**src/rtl/cnn_pkg.sv**
```systemverilog
// Shared CNN pipeline constants: image geometry, input BRAM shape,
// loader state encoding and RGB888 field offsets.
package cnn_pkg;

    localparam int DATA_W = 24;
    localparam int ADDR_W = 17;
    localparam int WIDTH  = 480;
    localparam int HEIGHT = 272;
    localparam int DEPTH  = WIDTH * HEIGHT;

    typedef enum logic [1:0] {
        ST_IDLE = 2'd0,
        ST_LOAD = 2'd1,
        ST_DONE = 2'd2
    } loader_state_t;

    localparam int R_LSB = 16;
    localparam int G_LSB = 8;
    localparam int B_LSB = 0;

endpackage

```
**src/rtl/rgb888_byte_packer.sv**
```systemverilog
// Collects R, G, B bytes into one RGB888 word; drops a stale partial pixel
// after TIMEOUT_CYC idle cycles (0 disables the timeout).
module rgb888_byte_packer #(
    parameter int TIMEOUT_CYC = 100000
) (
    input  logic                        clk_i,
    input  logic                        rst_i,
    input  logic                        clr_i,
    input  logic                        en_i,
    input  logic                        accept_i,
    input  logic [7:0]                  byte_i,
    output logic                        pix_valid_o,
    output logic [cnn_pkg::DATA_W-1:0]  pix_word_o
);
    import cnn_pkg::*;

    localparam int              TO_W    = $clog2(TIMEOUT_CYC + 2);
    localparam logic [TO_W-1:0] TO_LAST = TO_W'((TIMEOUT_CYC > 0) ? TIMEOUT_CYC - 1 : 0);

    logic [1:0]      cnt_q, cnt_d;
    logic [7:0]      r_q, r_d;
    logic [7:0]      g_q, g_d;
    logic [TO_W-1:0] to_q, to_d;

    always_ff @(posedge clk_i or posedge rst_i) begin
        if (rst_i) begin
            cnt_q <= 2'd0;
            r_q   <= 8'd0;
            g_q   <= 8'd0;
            to_q  <= '0;
        end else begin
            cnt_q <= cnt_d;
            r_q   <= r_d;
            g_q   <= g_d;
            to_q  <= to_d;
        end
    end

    always_comb begin
        cnt_d = cnt_q;
        r_d   = r_q;
        g_d   = g_q;
        to_d  = to_q;
        if (clr_i) begin
            cnt_d = 2'd0;
            to_d  = '0;
        end else if (accept_i) begin
            to_d = '0;
            case (cnt_q)
                2'd0:    begin r_d = byte_i; cnt_d = 2'd1; end
                2'd1:    begin g_d = byte_i; cnt_d = 2'd2; end
                default: cnt_d = 2'd0;
            endcase
        end else if (TIMEOUT_CYC != 0 && en_i && cnt_q != 2'd0) begin
            // Idle edge number TIMEOUT_CYC discards the partial pixel.
            if (to_q == TO_LAST) begin
                cnt_d = 2'd0;
                to_d  = '0;
            end else begin
                to_d = to_q + 1'b1;
            end
        end
    end

    assign pix_valid_o = accept_i && !clr_i && (cnt_q == 2'd2);

    always_comb begin
        pix_word_o                = '0;
        pix_word_o[R_LSB +: 8]    = r_q;
        pix_word_o[G_LSB +: 8]    = g_q;
        pix_word_o[B_LSB +: 8]    = byte_i;
    end

endmodule

```
**src/rtl/inbuf_loader.sv**
```systemverilog
// Input BRAM writer: packs the RGB byte stream into pixels and writes them
// to sequential addresses, flagging frame completion for the window reader.
//
// state | meaning
// IDLE  | after reset, waiting for the first iStart
// LOAD  | accepting bytes, writing one word per completed pixel
// DONE  | frame written, bytes stalled until the next iStart
module inbuf_loader #(
    parameter int DATA_W      = cnn_pkg::DATA_W,
    parameter int ADDR_W      = cnn_pkg::ADDR_W,
    parameter int WIDTH       = cnn_pkg::WIDTH,
    parameter int HEIGHT      = cnn_pkg::HEIGHT,
    parameter int DEPTH       = WIDTH * HEIGHT,
    parameter int TIMEOUT_CYC = 100000
) (
    input  logic              iClk,
    input  logic              iRst,
    input  logic              iStart,
    input  logic [7:0]        iByte,
    input  logic              iByteValid,
    output logic              oByteReady,
    output logic              oWe,
    output logic [ADDR_W-1:0] oAddr,
    output logic [DATA_W-1:0] oData,
    output logic              oBusy,
    output logic              oFrameDone,
    output logic              oFrameLoaded
);
    localparam logic [ADDR_W-1:0] LAST_ADDR = ADDR_W'(DEPTH - 1);

    cnn_pkg::loader_state_t state_q, state_d;
    logic [ADDR_W-1:0] pix_cnt_q, pix_cnt_d;
    logic              last_q, last_d;
    logic              ready_q, ready_d;
    logic              busy_q, busy_d;
    logic              we_q, we_d;
    logic [ADDR_W-1:0] addr_q, addr_d;
    logic [DATA_W-1:0] data_q, data_d;
    logic              done_q, done_d;
    logic              loaded_q, loaded_d;

    logic                       accept;
    logic                       pix_valid;
    logic [cnn_pkg::DATA_W-1:0] pix_word;

    // iStart wins over a byte offered in the same cycle.
    assign accept = iByteValid && ready_q && !iStart;

    rgb888_byte_packer #(
        .TIMEOUT_CYC (TIMEOUT_CYC)
    ) u_packer (
        .clk_i       (iClk),
        .rst_i       (iRst),
        .clr_i       (iStart),
        .en_i        (state_q == cnn_pkg::ST_LOAD),
        .accept_i    (accept),
        .byte_i      (iByte),
        .pix_valid_o (pix_valid),
        .pix_word_o  (pix_word)
    );

    always_ff @(posedge iClk or posedge iRst) begin
        if (iRst) begin
            state_q   <= cnn_pkg::ST_IDLE;
            pix_cnt_q <= '0;
            last_q    <= 1'b0;
            ready_q   <= 1'b0;
            busy_q    <= 1'b0;
            we_q      <= 1'b0;
            addr_q    <= '0;
            data_q    <= '0;
            done_q    <= 1'b0;
            loaded_q  <= 1'b0;
        end else begin
            state_q   <= state_d;
            pix_cnt_q <= pix_cnt_d;
            last_q    <= last_d;
            ready_q   <= ready_d;
            busy_q    <= busy_d;
            we_q      <= we_d;
            addr_q    <= addr_d;
            data_q    <= data_d;
            done_q    <= done_d;
            loaded_q  <= loaded_d;
        end
    end

    always_comb begin
        state_d   = state_q;
        pix_cnt_d = pix_cnt_q;
        last_d    = 1'b0;
        case (state_q)
            cnn_pkg::ST_IDLE: begin
                if (iStart) state_d = cnn_pkg::ST_LOAD;
            end
            cnn_pkg::ST_LOAD: begin
                if (pix_valid) begin
                    // Hold the count at the last address rather than wrapping.
                    if (pix_cnt_q == LAST_ADDR) begin
                        state_d = cnn_pkg::ST_DONE;
                        last_d  = 1'b1;
                    end else begin
                        pix_cnt_d = pix_cnt_q + 1'b1;
                    end
                end
            end
            cnn_pkg::ST_DONE: begin
                if (iStart) state_d = cnn_pkg::ST_LOAD;
            end
            default: state_d = cnn_pkg::ST_IDLE;
        endcase
        if (iStart) pix_cnt_d = '0;

        ready_d  = (state_d == cnn_pkg::ST_LOAD);
        busy_d   = (state_d == cnn_pkg::ST_LOAD);
        we_d     = pix_valid;
        addr_d   = pix_valid ? pix_cnt_q : addr_q;
        data_d   = pix_valid ? pix_word  : data_q;
        done_d   = last_q;
        loaded_d = iStart ? 1'b0 : (last_q ? 1'b1 : loaded_q);
    end

    assign oByteReady   = ready_q;
    assign oBusy        = busy_q;
    assign oWe          = we_q;
    assign oAddr        = addr_q;
    assign oData        = data_q;
    assign oFrameDone   = done_q;
    assign oFrameLoaded = loaded_q;

endmodule

```
**config.mk**
```make
export PLATFORM = sky130hd
export DESIGN_NAME = inbuf_loader
export DESIGN_NICKNAME = d
export VERILOG_FILES = /design/src/rtl/cnn_pkg.sv /design/src/rtl/rgb888_byte_packer.sv /design/src/rtl/inbuf_loader.sv
export SDC_FILE = /design/constraint.sdc
export NUM_CORES = 1
export LEC_CHECK = 0
export BUFFER_PORTS_ARGS = -buffer_cell sky130_fd_sc_hd__buf_2
export CORE_ASPECT_RATIO = 1.1
export CORE_UTILIZATION = 45
export CTS_BUF_LIST = sky130_fd_sc_hd__clkbuf_4
export DETAILED_ROUTE_END_ITERATION = 16
export GPL_ROUTABILITY_DRIVEN = 0
export SLEW_MARGIN = 20
export SYNTH_ARGS = -nofsm -noshare
export SYNTH_HDL_FRONTEND = slang
export SYNTH_SLANG_ARGS = --single-unit
```
**constraint.sdc**
```tcl
create_clock -name iClk -period 8.1 [get_ports iClk]
set_input_delay 0 -clock iClk [delete_from_list [all_inputs] [get_ports iClk]]
set_output_delay 0 -clock iClk [all_outputs]
set_load 0.01 [all_outputs]
```
# == After elaboration in Yosys (flattened, before gate mapping) ==
# Index checks and enable logic that the tools add are counted.
# word_totals
ramBits,0
ff_bits,100
memories,0
word_cells,65
input_bits,12
output_inout_bits,46
latchBits,0
mem_bits_ro,0
# classes
magnitude_cmp,0
eq_ne,8
add_sub_neg,2
bitwise,1
multipliers,0
n_reduce_logical,19
mux,22
n_shift,0
div_mod_pow,0
# ops
operator,count
$mux W17,8
$add A17 B1 Y17 const B,2
$eq A17 B17 Y1 const B,2
$mux W2,7
$reduce_and A3 Y1,3
$pmux W2 S2,2
$reduce_bool A2 Y1,4
$eq A2 B1 Y1 const B,3
$reduce_bool A3 Y1,2
$logic_and A1 B1 Y1,5
$mux W1,5
$eq A2 B2 Y1 const B,2
$logic_not A2 Y1,2
$ne A2 B2 Y1 const B,1
$reduce_and A2 Y1,1
$reduce_or A2 Y1,1
$logic_not A1 Y1,1
$not A1 Y1,1

# == Logic depth before layout (Yosys ltp) ==
# depth
depth_word,7
mapped_depth,8
mapped_depth_nobuf,6

# == Hierarchy ==
# A second synthesis with hierarchy kept.
# hier_totals
hier_cells,370
area_unflattened_um2,4478.0
# by_module_without_submodules
module,cells_per_inst,seq_area_each_um2,area_each_um2,n_inst
inbuf_loader,215,1626.6,2752.6,1
rgb888_byte_packer,155,875.8,1725.4,1

# == Worst setup path before layout ==
# Ideal clock, no wire load.
# synth_timing
path_type,register -> register
start,reg u_packer.to_q[0]
end,reg u_packer.to_q[10]
setup_time_ps,119
arrival_time_ps,1807
path_slack_ps,6174
period_less_slack_ps,1926
stages_incl_launch_ff,8
path_cell_list,dfrtp_1 ha_1 and4_1 nand3_1 or4_4 o31ai_4 buf_6 nor2_1
# synth_via
elab_chain_cells,5
word_cells_on_any_way,6
cone_classes,add/sub: 1; eq/ne: 1; mux: 4
# synth_lines
element,line_no,rtl
from (decl),rgb888_byte_packer.sv:23,"logic [TO_W-1:0] to_q, to_d;"
from (signal assigned),rgb888_byte_packer.sv:35,to_q <= to_d;
$add A17 B1 Y17 / $eq A17 B17 Y1 (equally long branches),"rgb888_byte_packer.sv:60, rgb888_byte_packer.sv:56",
$mux W17 (*),rgb888_byte_packer.sv:56,if (to_q == TO_LAST) begin
$mux W17 (*),rgb888_byte_packer.sv:54,end else if (TIMEOUT_CYC != 0 && en_i && cnt_q != 2'd0) begin
$mux W17 (*),rgb888_byte_packer.sv:47,end else if (accept_i) begin
$mux W17 (*),rgb888_byte_packer.sv:44,if (clr_i) begin
# Every way passes the cells marked *; elsewhere a longest branch is shown, timed or not. The select of a mux whose other input is x is not followed.
# A chain may end at the register's enable or synchronous reset.

# == Worst setup path in the final report ==
# layout_timing
start,reg u_packer.to_q[0]
end,reg u_packer.cnt_q[0]
# layout_via
elab_chain_cells,3
# layout_lines
element,line_no,rtl
$eq A17 B17 Y1,rgb888_byte_packer.sv:56,
$reduce_bool A3 Y1 (no line),--,
$reduce_and A2 Y1 (no line),--,
to (signal assigned),rgb888_byte_packer.sv:32,cnt_q <= cnt_d;
to (decl),rgb888_byte_packer.sv:20,"logic [1:0] cnt_q, cnt_d;"
# Every way passes these cells.

==> reports/qor.csv <==
stage,metric,value,unit
floorplan,core,9398,um2
job,cap_violations,0,
floorplan,start_util,0.4653,
sta,rsz0062_at_grt,no,
worst_setup_path,required,8.43,ns
layout,areaGrowthSynthToFinish,13.73,%
floorplan,die_area,10120,um2
floorplan,fp.dieH,105.4,um
sta,post-route-period-util,0.2824,
worst_setup_path,crit_type,reg -> reg,
worst_setup_path,end_kind,register,
worst_setup_path,crit_family,simple AND/OR/NAND/NOR gates,
synth,yosysSeqAreaShare,0.5722,
pwr,ir_worst_vdd,0.1349,mV
grt,grt_max_degree,53,
sta,fmax,0.4371,GHz
synth,syn_inst,343,
clocking,clk_latency,0.46,ns
synth,synth.area.mux_share,0.1602,
sta,setup_violations,0,
pwr,leakage,2.364,nW
synth,syn_area,4373,um2
drt,drc_errors,0,
synth,synth-xor-area-share,0.05207,
drt,dr.pass1.iters,5,
synth,async_reset_ff_frac,1.000,
synth,syn_nets,357,
sta,hold_violations,0,
sta,skew,0.01614,ns
layout,ff_latch_area,2502,um2
grt,grt_pass1_vias,2841,
synth,synthAdderAreaFrac,0.005722,
layout,n_fill_cell,866,
clocking,cts_root_buf,clkbuf_4,
clocking,cts_tree,built,
sta,tightest_slew,0.8455,ns
synth,ys_ff_latch,100,
drt,ant_nets,0,
clocking,cts_buffers,9,
worst_setup_path,crit_fanout,15,
worst_setup_path,crit_chain,ha_1 -> and4_1 -> nand3_1 -> or4_4 -> o31ai_4 -> o22ai_1,
placed_design,hpwl,5.169,mm
drt,routed_via_density,5.247,
synth,synth_edf_count,0,
worst_setup_path,crit_slowest_cell,o31ai_4,
layout,layout.cells.most_common,dfrtp_1,
drt,num_vias,2781,
pwr,powerDensity,196.2,nW/um2
sta,fin_crit,2.288,ns
drt,initialDrtViolationCount,103,
grt,grt_usage,0.1727,
grt,grt_antenna_before_repair,0,
grt,grt_pass1_wl,13.41,mm
sta,fin_setup_tns,0,ns
clocking,cts_setup_buffers,0,
clocking,cts_htree_levels,3,
drt,wl,7.862,mm
floorplan,dieWidth,95.99,um
worst_setup_path,startpoint_type,register,
drt,wl_per_cell,14.83,um
clocking,clock-sinks,100,
synth,synth_flop_cell,dfrtp_1,
placed_design,io_buffers,57,
layout,layout_common_cells,"dfrtp_1 (100), mux2_2 (57), buf_2 (57), nor2_1 (39), xnor2_1 (18)",
floorplan,io_pins,58,
synth,syn_avg_cell_area,12.75,um2
synth,yosysWarnings,0,
hold_path,min_path_type,in -> async,
clocking,path_clk_slew,0.16,ns
layout,antenna_cells,0,
synth,synth_top_family_by_area,multiplexers,
synth,synth-simple-area-share,0.1531,
worst_setup_path,path_buf_inv,0,
layout,fin_nets,422,
clocking,clock_path_buffers,2,
grt,grt-ovfl-total,0,
outcome,status,completed,
sta,fin_hold_ws,0.1435,ns
floorplan,rows,37,
synth,synth-compound-area-share,0.03090,
sta,relSlewSlack,0.4343,
worst_setup_path,crit_arrival,2.62,ns
worst_setup_path,max_stage_delay,0.55,ns
synth,ys_types,49,
layout,drive_above_1_share,0.3584,
sta,slew_violations,0,
layout,multi_input_area,1760,um2
-- synthesized netlist by cell type (all sizes together), types with 4 or more instances --
library cell	instances	share of area
and3	4	0.0057
and4	4	0.0086
buf	10	0.015
clkbuf	5	0.0043
dfrtp	100	0.57
inv	7	0.0060
mux2	61	0.16
nand2	11	0.0094
nand3	15	0.017
nand4	8	0.011
nor2	40	0.035
nor2b	5	0.0072
nor3	7	0.0080
nor4	7	0.016
xnor2	18	0.036
xor2	8	0.016
-- area by class of cell --
type | instances | area share
Multi-Input combinational cell | 221 | 0.3540
Clock inverter | 7 | 0.01308
Timing Repair Buffer | 69 | 0.08101
Inverter | 7 | 0.005786
Sequential cell | 100 | 0.5031
Tap cell | 117 | 0.02943
Clock buffer | 9 | 0.01358
-- power breakdown --
part	internal, mW	switching, mW	total [mW]
Clock	0.0708	0.179	0.249
Combinational	0.0744	0.0684	0.143
Sequential	0.556	0.0278	0.584
Total	0.701	0.275	0.976
-- worst register-to-register path, cell delays in order, from the launching register on --
cell	delay [ns]
dfrtp_1	0.43
ha_1	0.21
and4_1	0.22
nand3_1	0.08
or4_4	0.52
o31ai_4	0.56
o22ai_1	0.16
-- cells by family (layout without fill, tap and decap cells) --
kind of cell               Yosys count  after routing
AOI/OAI and AO/OA                   15             15
buffers and inverters               22             92
adders and majority gates            2              2
xor gates and xnor gates            26             26
DFF                                100            100
and+or+nand+nor                    116            116
muxes                               62             62
-- per-layer routing --
metal | share of wire | track usage | vias up
met5 | 0 | 0 | -
met3 | 0.050 | 0.04906 | 9
li1 | - | - | 1333
met2 | 0.45 | 0.2629 | 49
met1 | 0.48 | 0.2361 | 1390
met4 | 0.013 | 0.05757 | 0
-- per-stage QoR --
stage / cells / instance area, um2 / setup slack, ns / util / total power, mW
2_1_floorplan: 343 / 4373 / 5.481 / - / 0.6777
3_3_place_gp: 503 / 4728 / 5.877 / 0.5031 / 0.7291
3_5_place_dp: 503 / 4728 / 5.804 / 0.5031 / 0.7350
4_1_cts: 530 / 4971 / 5.780 / 0.5290 / 0.9890
5_1_grt: 530 / 4974 / 5.608 / 0.5292 / 1.028
6_report: 530 / 4974 / 5.812 / 0.5292 / 0.9759
-- sequential cells by signal, indices dropped and copies added (netlist names) --
name / count
done_d: 1
state_q: 2
u_packer.g_q: 8
pix_cnt_q: 17
oWe: 1
u_packer.to_q: 17
oAddr: 17
oBusy: 1
oData: 24
u_packer.r_q: 8
oFrameLoaded: 1
u_packer.cnt_q: 2
oFrameDone: 1
-- what timing repair did --
item                       4_1_cts  5_1_grt
hold buffers                    11        0
resized for setup                0        0
setup endpoints to repair        0        0
hold endpoints to repair        82        0
-- worst paths after layout --
path | slack, ns | start | end | cells past startpoint
setup / recovery | 5.81 | u_packer.to_q[0] | u_packer.cnt_q[0] | 6
hold / removal | 0.14 | iRst | oWe | 3
min in group iClk | 0.33 | iByte[7] | u_packer.r_q[7] | 3
hold reg to reg | 0.39 | done_d | oFrameDone | 0
setup reg to reg | 5.81 | u_packer.to_q[0] | u_packer.cnt_q[0] | 6
max in group asynchronous | 6.88 | iRst | u_packer.g_q[7] | 4
Note: power is estimated with default switching activity, not from simulation.
